File: src/rtl/counter_sequencer_if.sv
// Control/status bundle between the board top level and counter_sequencer.
// master: board side (buttons, counter Q feedback); slave: the sequencer.
interface counter_sequencer_if;
    logic        start_stop;
    logic        clear;
    logic [15:0] count_q;
    logic        cnt_en;
    logic        cnt_clr_n;
    logic        running;
    logic        done;

    modport master (
        output start_stop, clear, count_q,
        input  cnt_en, cnt_clr_n, running, done
    );

    modport slave (
        input  start_stop, clear, count_q,
        output cnt_en, cnt_clr_n, running, done
    );
endinterface

File: src/rtl/counter_sequencer.sv
// Run/pause/clear sequencer for the 16-bit board counter.
// Synchronizes the start_stop/clear buttons, prescales a one-cycle count
// enable by TICK_DIV while running, and issues a one-cycle active-low clear.
// Optional stop-at-target (DONE state) is compiled in with the macro
// COUNTER_SEQ_AUTOSTOP_EN; without it done is tied low and count_q is unused.
module counter_sequencer #(
    parameter int unsigned TICK_DIV = 4,
    parameter logic [15:0] TARGET   = 16'd5
) (
    input  logic              Clock,
    input  logic              Resetn,
    counter_sequencer_if.slave bus
);
    localparam int unsigned   DIV_W    = (TICK_DIV > 1) ? $clog2(TICK_DIV) : 1;
    localparam logic [DIV_W-1:0] DIV_LAST = DIV_W'(TICK_DIV - 1);

    typedef enum logic [1:0] {
        IDLE  = 2'd0,
        RUN   = 2'd1,
`ifdef COUNTER_SEQ_AUTOSTOP_EN
        DONE  = 2'd3,
`endif
        PAUSE = 2'd2
    } state_t;

    // Reject out-of-range configuration at elaboration.
    if (TICK_DIV < 1 || TICK_DIV > (1 << 26)) begin : g_bad_tick_div
        $error("counter_sequencer: TICK_DIV out of range");
    end
    if (TARGET == 16'd0) begin : g_bad_target
        $error("counter_sequencer: TARGET must be nonzero");
    end

    state_t           state;
    state_t           state_nxt_c;
    logic [DIV_W-1:0] div_cnt;
    logic [2:0]       ss_pipe;     // [0] meta, [1] synced, [2] previous synced
    logic [2:0]       clr_pipe;
    logic             ss_evt_c;
    logic             clr_evt_c;
    logic             div_wrap_c;
    logic             tick_c;
    logic             div_zero_c;

    assign ss_evt_c   = ss_pipe[1]  & ~ss_pipe[2];
    assign clr_evt_c  = clr_pipe[1] & ~clr_pipe[2];
    assign div_wrap_c = (div_cnt == DIV_LAST);

`ifdef COUNTER_SEQ_AUTOSTOP_EN
    logic target_hit_c;
    // A tick now brings Q to at least TARGET on the following edge.
    assign target_hit_c = (bus.count_q >= (TARGET - 16'd1));
`endif

    // Next state and tick decision; clear wins over start_stop.
    always_comb begin
        state_nxt_c = state;
        tick_c      = 1'b0;
        if (clr_evt_c) begin
            state_nxt_c = IDLE;
        end else begin
            case (state)
                IDLE: begin
                    if (ss_evt_c) state_nxt_c = RUN;
                end
                RUN: begin
                    if (ss_evt_c) begin
                        state_nxt_c = PAUSE;
                    end else if (div_wrap_c) begin
                        tick_c = 1'b1;
`ifdef COUNTER_SEQ_AUTOSTOP_EN
                        if (target_hit_c) state_nxt_c = DONE;
`endif
                    end
                end
                PAUSE: begin
                    if (ss_evt_c) state_nxt_c = RUN;
                end
                default: state_nxt_c = state;
            endcase
        end
    end

    // Prescaler restarts from zero whenever the sequencer lands in IDLE or DONE.
    always_comb begin
        div_zero_c = (state_nxt_c == IDLE);
`ifdef COUNTER_SEQ_AUTOSTOP_EN
        if (state_nxt_c == DONE) div_zero_c = 1'b1;
`endif
    end

    // Synchronizers, state, prescaler and registered outputs.
    always_ff @(posedge Clock or negedge Resetn) begin
        if (!Resetn) begin
            ss_pipe       <= 3'b000;
            clr_pipe      <= 3'b000;
            state         <= IDLE;
            div_cnt       <= '0;
            bus.cnt_en    <= 1'b0;
            bus.cnt_clr_n <= 1'b0;
            bus.running   <= 1'b0;
            bus.done      <= 1'b0;
        end else begin
            ss_pipe       <= {ss_pipe[1:0], bus.start_stop};
            clr_pipe      <= {clr_pipe[1:0], bus.clear};
            state         <= state_nxt_c;
            bus.cnt_en    <= tick_c;
            bus.cnt_clr_n <= ~clr_evt_c;
            bus.running   <= (state_nxt_c == RUN);
`ifdef COUNTER_SEQ_AUTOSTOP_EN
            bus.done      <= (state_nxt_c == DONE);
`else
            bus.done      <= 1'b0;
`endif
            if (div_zero_c) begin
                div_cnt <= '0;
            end else if (state == RUN) begin
                div_cnt <= div_wrap_c ? '0 : div_cnt + DIV_W'(1);
            end
        end
    end
endmodule
File: src/flat_wrapper.sv
// flat-port wrapper written by rule: the top's interface ports become plain ports
module counter_sequencer_flat 
#(
    parameter int unsigned TICK_DIV = 4,
    parameter logic [15:0] TARGET   = 16'd5
)
  (Clock, Resetn, bus_start_stop, bus_clear, bus_count_q, bus_cnt_en, bus_cnt_clr_n, bus_running, bus_done);
  counter_sequencer_if bus_i ();
  input  logic Clock;
  input  logic Resetn;
  input wire logic [$bits(bus_i.start_stop)-1:0] bus_start_stop;
  input wire logic [$bits(bus_i.clear)-1:0] bus_clear;
  input wire logic [$bits(bus_i.count_q)-1:0] bus_count_q;
  output wire logic [$bits(bus_i.cnt_en)-1:0] bus_cnt_en;
  output wire logic [$bits(bus_i.cnt_clr_n)-1:0] bus_cnt_clr_n;
  output wire logic [$bits(bus_i.running)-1:0] bus_running;
  output wire logic [$bits(bus_i.done)-1:0] bus_done;
  assign bus_i.start_stop = bus_start_stop;
  assign bus_i.clear = bus_clear;
  assign bus_i.count_q = bus_count_q;
  assign bus_cnt_en = bus_i.cnt_en;
  assign bus_cnt_clr_n = bus_i.cnt_clr_n;
  assign bus_running = bus_i.running;
  assign bus_done = bus_i.done;
  counter_sequencer #(.TICK_DIV(TICK_DIV), .TARGET(TARGET)) u_core (.Clock(Clock), .Resetn(Resetn), .bus(bus_i));
endmodule
File: config.mk
export PLATFORM = sky130hd
export DESIGN_NAME = counter_sequencer_flat
export DESIGN_NICKNAME = d
export VERILOG_FILES = /design/src/rtl/counter_sequencer_if.sv /design/src/rtl/counter_sequencer.sv /design/src/flat_wrapper.sv
export SDC_FILE = /design/constraint.sdc
export NUM_CORES = 1
export LEC_CHECK = 0
export ABC_AREA = 1
export CAP_MARGIN = 10
export CORE_AREA = 4 4 41 43
export DETAILED_ROUTE_END_ITERATION = 10
export DIE_AREA = 0 0 45 47
export DONT_BUFFER_PORTS = 1
export SLEW_MARGIN = 10
export SYNTH_ARGS = -nofsm -noshare
export SYNTH_HDL_FRONTEND = slang
export SYNTH_SLANG_ARGS = --single-unit
File: constraint.sdc
create_clock -name Clock -period 2 [get_ports Clock]
set_input_delay 0.2 -clock Clock [delete_from_list [all_inputs] [get_ports Clock]]
set_output_delay 0.2 -clock Clock [all_outputs]
set_load 0.005 [all_outputs]
==> flow_results.xml <==
<?xml version="1.0" encoding="UTF-8"?>
<metrics>
  <group name="outcome">
    <metric name="status" unit="">finished clean</metric>
  </group>
  <group name="worst_setup_path">
    <metric name="worst_endpoint_data_arrival_time" unit="ns">1.33</metric>
    <metric name="crit_type" unit="">reg2reg</metric>
    <metric name="cp_slowest_stage_delay" unit="ns">0.39</metric>
    <metric name="worst-path-max-fanout" unit="">3</metric>
    <metric name="crit_path_end_kind" unit="">flop</metric>
    <metric name="worstPathCellList" unit="">ha_1, or2_1, o21ai_1, nand2_1, inv_1</metric>
    <metric name="r2r_slack" unit="ns">0.89</metric>
    <metric name="worstSetupStartpointType" unit="">flop</metric>
    <metric name="cpMaxStageDelayCell" unit="">sky130_fd_sc_hd__dfrtp_1</metric>
    <metric name="r2r_start" unit="">u_core.div_cnt[0]$_DFFE_PN0P_</metric>
    <metric name="crit_required" unit="ns">2.22</metric>
    <metric name="crit_path_start" unit="">u_core.div_cnt[0]$_DFFE_PN0P_</metric>
  </group>
  <group name="die">
    <metric name="floorplan.initialDensity" unit="%">38.94</metric>
    <metric name="rows" unit="">13</metric>
    <metric name="die_w" unit="um">45</metric>
    <metric name="num_io_pins" unit="">24</metric>
    <metric name="fp.dieH" unit="um">47</metric>
    <metric name="fp.coreArea" unit="um2">1301</metric>
    <metric name="die_area" unit="um2">2115</metric>
  </group>
  <group name="drt">
    <metric name="route.antenna.remaining_nets" unit="">0</metric>
    <metric name="vias_post_dr" unit="">302</metric>
    <metric name="routed_wl" unit="um">640</metric>
    <metric name="drtIter0Drc" unit="">1</metric>
    <metric name="vias_per_cell" unit="">4.507</metric>
    <metric name="dr.pass1.iters" unit="">2</metric>
    <metric name="route.detailed.wl_per_inst" unit="um">9.552</metric>
    <metric name="detail_route.drc_violations" unit="">0</metric>
  </group>
  <group name="place">
    <metric name="hpwlAfterDp" unit="um">472.1</metric>
    <metric name="place_ws" unit="ns">0.9041</metric>
    <metric name="global_placement_routability_congestion" unit="">0.7019</metric>
    <metric name="port-buffer-count" unit="">0</metric>
    <metric name="placed_area" unit="um2">518.0</metric>
    <metric name="cell_count_after_placement" unit="">60</metric>
  </group>
  <group name="global_route">
    <metric name="maximum_number_of_pins_on_one_net_before_global_route_repair" unit="">14</metric>
    <metric name="globalRouteOverflowTotal" unit="">0</metric>
    <metric name="globalRouteTotalUtil" unit="%">8.755</metric>
    <metric name="antenna_violations_before_repair" unit="">0</metric>
    <metric name="grt_pass1_wl" unit="um">1248</metric>
    <metric name="via_count_of_the_first_global_routing_pass" unit="">288</metric>
  </group>
  <group name="finish">
    <metric name="fin_cells" unit="">67</metric>
    <metric name="multi_input_comb_area" unit="um2">143.9</metric>
    <metric name="layout-drive-gt1-share" unit="%">32.69</metric>
    <metric name="num_antenna_cells" unit="">0</metric>
    <metric name="design.final.nets" unit="">74</metric>
    <metric name="area.growth.synth_to_final" unit="%">13.58</metric>
    <metric name="fillers" unit="">128</metric>
    <metric name="seq_area" unit="um2">325.3</metric>
    <metric name="fin_util" unit="%">44.23</metric>
    <metric name="finish.instance_area" unit="um2">575.6</metric>
    <metric name="layout_common_cells" unit="">13 x sky130_fd_sc_hd__dfrtp_1, 7 x sky130_fd_sc_hd__nand2_1, 4 x sky130_fd_sc_hd__inv_1, 4 x sky130_fd_sc_hd__inv_2, 4 x sky130_fd_sc_hd__nand2_2</metric>
    <metric name="mostFrequentLayoutCell" unit="">sky130_fd_sc_hd__dfrtp_1</metric>
  </group>
  <group name="timing">
    <metric name="min_period" unit="ns">1.112</metric>
    <metric name="worst_slew_margin_rel" unit="%">61.47</metric>
    <metric name="final.setup.worst_slack" unit="ns">0.8879</metric>
    <metric name="worst_clock_skew" unit="ns">0.002631</metric>
    <metric name="rsz0062_at_grt" unit="">no</metric>
    <metric name="maxClockFrequency" unit="MHz">899.2</metric>
    <metric name="final-hold-violation-count" unit="">0</metric>
    <metric name="final.setup.tns" unit="ns">0</metric>
    <metric name="timing_worst_slew_pin_value" unit="ns">0.5761</metric>
    <metric name="final_min_period_over_clock_period" unit="%">55.61</metric>
    <metric name="holdWs" unit="ns">0.3504</metric>
    <metric name="slew_viol_final" unit="">0</metric>
    <metric name="setup-violations-final" unit="">0</metric>
  </group>
  <group name="clock_network">
    <metric name="insertion_delay" unit="ns">0.27</metric>
    <metric name="tritoncts_clock_tree" unit="">yes</metric>
    <metric name="cts.root.buffer_cell" unit="">sky130_fd_sc_hd__clkbuf_4</metric>
    <metric name="cts-resized-gates" unit="">0</metric>
    <metric name="numCtsBuffers" unit="">3</metric>
    <metric name="cts-htree-levels" unit="">1</metric>
    <metric name="cts_sinks" unit="">13</metric>
    <metric name="cts-root-to-sink-buffers" unit="">2</metric>
    <metric name="worst_setup_hold_path_clk_slew" unit="ns">0.08</metric>
  </group>
  <group name="min_path">
    <metric name="hold_class" unit="">reg2reg</metric>
    <metric name="startpoint_of_the_tightest_hold_check_path" unit="">u_core.ss_pipe[0]$_DFF_PN0_</metric>
  </group>
  <group name="synthesis">
    <metric name="syn_inst" unit="">46</metric>
    <metric name="sequential_to_total_area_share_from_yosys_stat" unit="%">64.20</metric>
    <metric name="synth_nets" unit="">67</metric>
    <metric name="yosysWarnings" unit="">0</metric>
    <metric name="netlist_cell_types" unit="">16</metric>
    <metric name="ys_seq_elements" unit="">13</metric>
    <metric name="synth_area_per_cell" unit="um2">11.02</metric>
    <metric name="syn_area" unit="um2">506.7</metric>
  </group>
  <group name="run">
    <metric name="max_cap_violation_count" unit="">0</metric>
  </group>
  <group name="power_and_ir_drop">
    <metric name="powerDensity" unit="nW/um2">898.8</metric>
    <metric name="power_leakage" unit="nW">0.2907</metric>
    <metric name="power.ir.vdd_worst" unit="uV">513.1</metric>
    <metric name="total_power" unit="mW">0.5173</metric>
  </group>
</metrics>
-- cell usage after synthesis --
master | number | area, um2
sky130_fd_sc_hd__dfrtp_1 | 13 | 325.3
sky130_fd_sc_hd__nand2_1 | 7 | 26.28
sky130_fd_sc_hd__inv_1 | 4 | 15.01
sky130_fd_sc_hd__inv_2 | 4 | 15.01
sky130_fd_sc_hd__nand2_2 | 4 | 25.02
sky130_fd_sc_hd__nand3_1 | 2 | 10.01
sky130_fd_sc_hd__nor2_2 | 2 | 12.51
sky130_fd_sc_hd__nor2_4 | 2 | 22.52
sky130_fd_sc_hd__a21oi_2 | 1 | 8.760
sky130_fd_sc_hd__a31oi_1 | 1 | 6.260
sky130_fd_sc_hd__buf_4 | 1 | 7.510
sky130_fd_sc_hd__conb_1 | 1 | 3.750
sky130_fd_sc_hd__ha_1 | 1 | 12.51
sky130_fd_sc_hd__nor3_1 | 1 | 5.000
sky130_fd_sc_hd__o21ai_1 | 1 | 5.000
sky130_fd_sc_hd__or2_1 | 1 | 6.260
-- report_power, final --
part	internal [mW]	switching [mW]
Sequential	0.283	0.0131
Clock	0.0740	0.0814
Combinational	0.0261	0.0397
Total	0.383	0.134
-- repair_timing --
action / in CTS / in global routing
buffers inserted: 0 / 0
hold endpoints to repair: 15 / 0
hold buffers: 3 / 0
-- final timing paths --
path                                                 end  cells after the start
max                        u_core.div_cnt[0]$_DFFE_PN0P_                      5
max reg2reg                u_core.div_cnt[0]$_DFFE_PN0P_                      5
min                          u_core.ss_pipe[1]$_DFF_PN0_                      0
min in group asynchronous    u_core.bus.cnt_en$_DFF_PN0_                      1
max in group asynchronous    u_core.ss_pipe[0]$_DFF_PN0_                      1
min reg2reg                  u_core.ss_pipe[1]$_DFF_PN0_                      0
-- per-layer routing --
metal  up-vias  wire, um  GRT usage, %
met1       139       307         11.46
met2        10       272         12.15
met5         -         0             0
met4         0        15         7.018
li1        151         -             -
met3         2        45         2.299
-- logic make-up after synthesis --
group | after synthesis | synth area share (%)
AND/OR/NAND/NOR | 19 | 21.23
adder cells (fa/ha/maj) | 1 | 2.469
flip-flops | 13 | 64.20
buffers and inverters | 9 | 7.406
AO/OA/AOI/OAI | 3 | 3.951
other | 1 | 0.7400
-- critical path, delay by kind of cell (launching register included) --
kind            cells  cell delay, ns
flops               1            0.39
simple gates        2            0.29
compound gates      1            0.12
buf+inv             1            0.05
fa+ha+maj           1            0.21
-- sequential cells by signal, indices dropped and copies added (netlist names) --
register	cells
u_core.bus.cnt_clr_n	1
u_core.bus.cnt_en	1
u_core.bus.running	1
u_core.clr_pipe	3
u_core.div_cnt	2
u_core.ss_pipe	3
u_core.state	2
-- cell type report --
cell class	instances	share of cell area, %
Sequential cell	13	56.52
Multi-Input combinational cell	24	25.00
Timing Repair Buffer	3	5.217
Inverter	8	5.217
Clock buffer	3	3.913
Tap cell	15	3.261
Clock inverter	1	0.8696
Note: power is estimated with default switching activity, not from simulation.
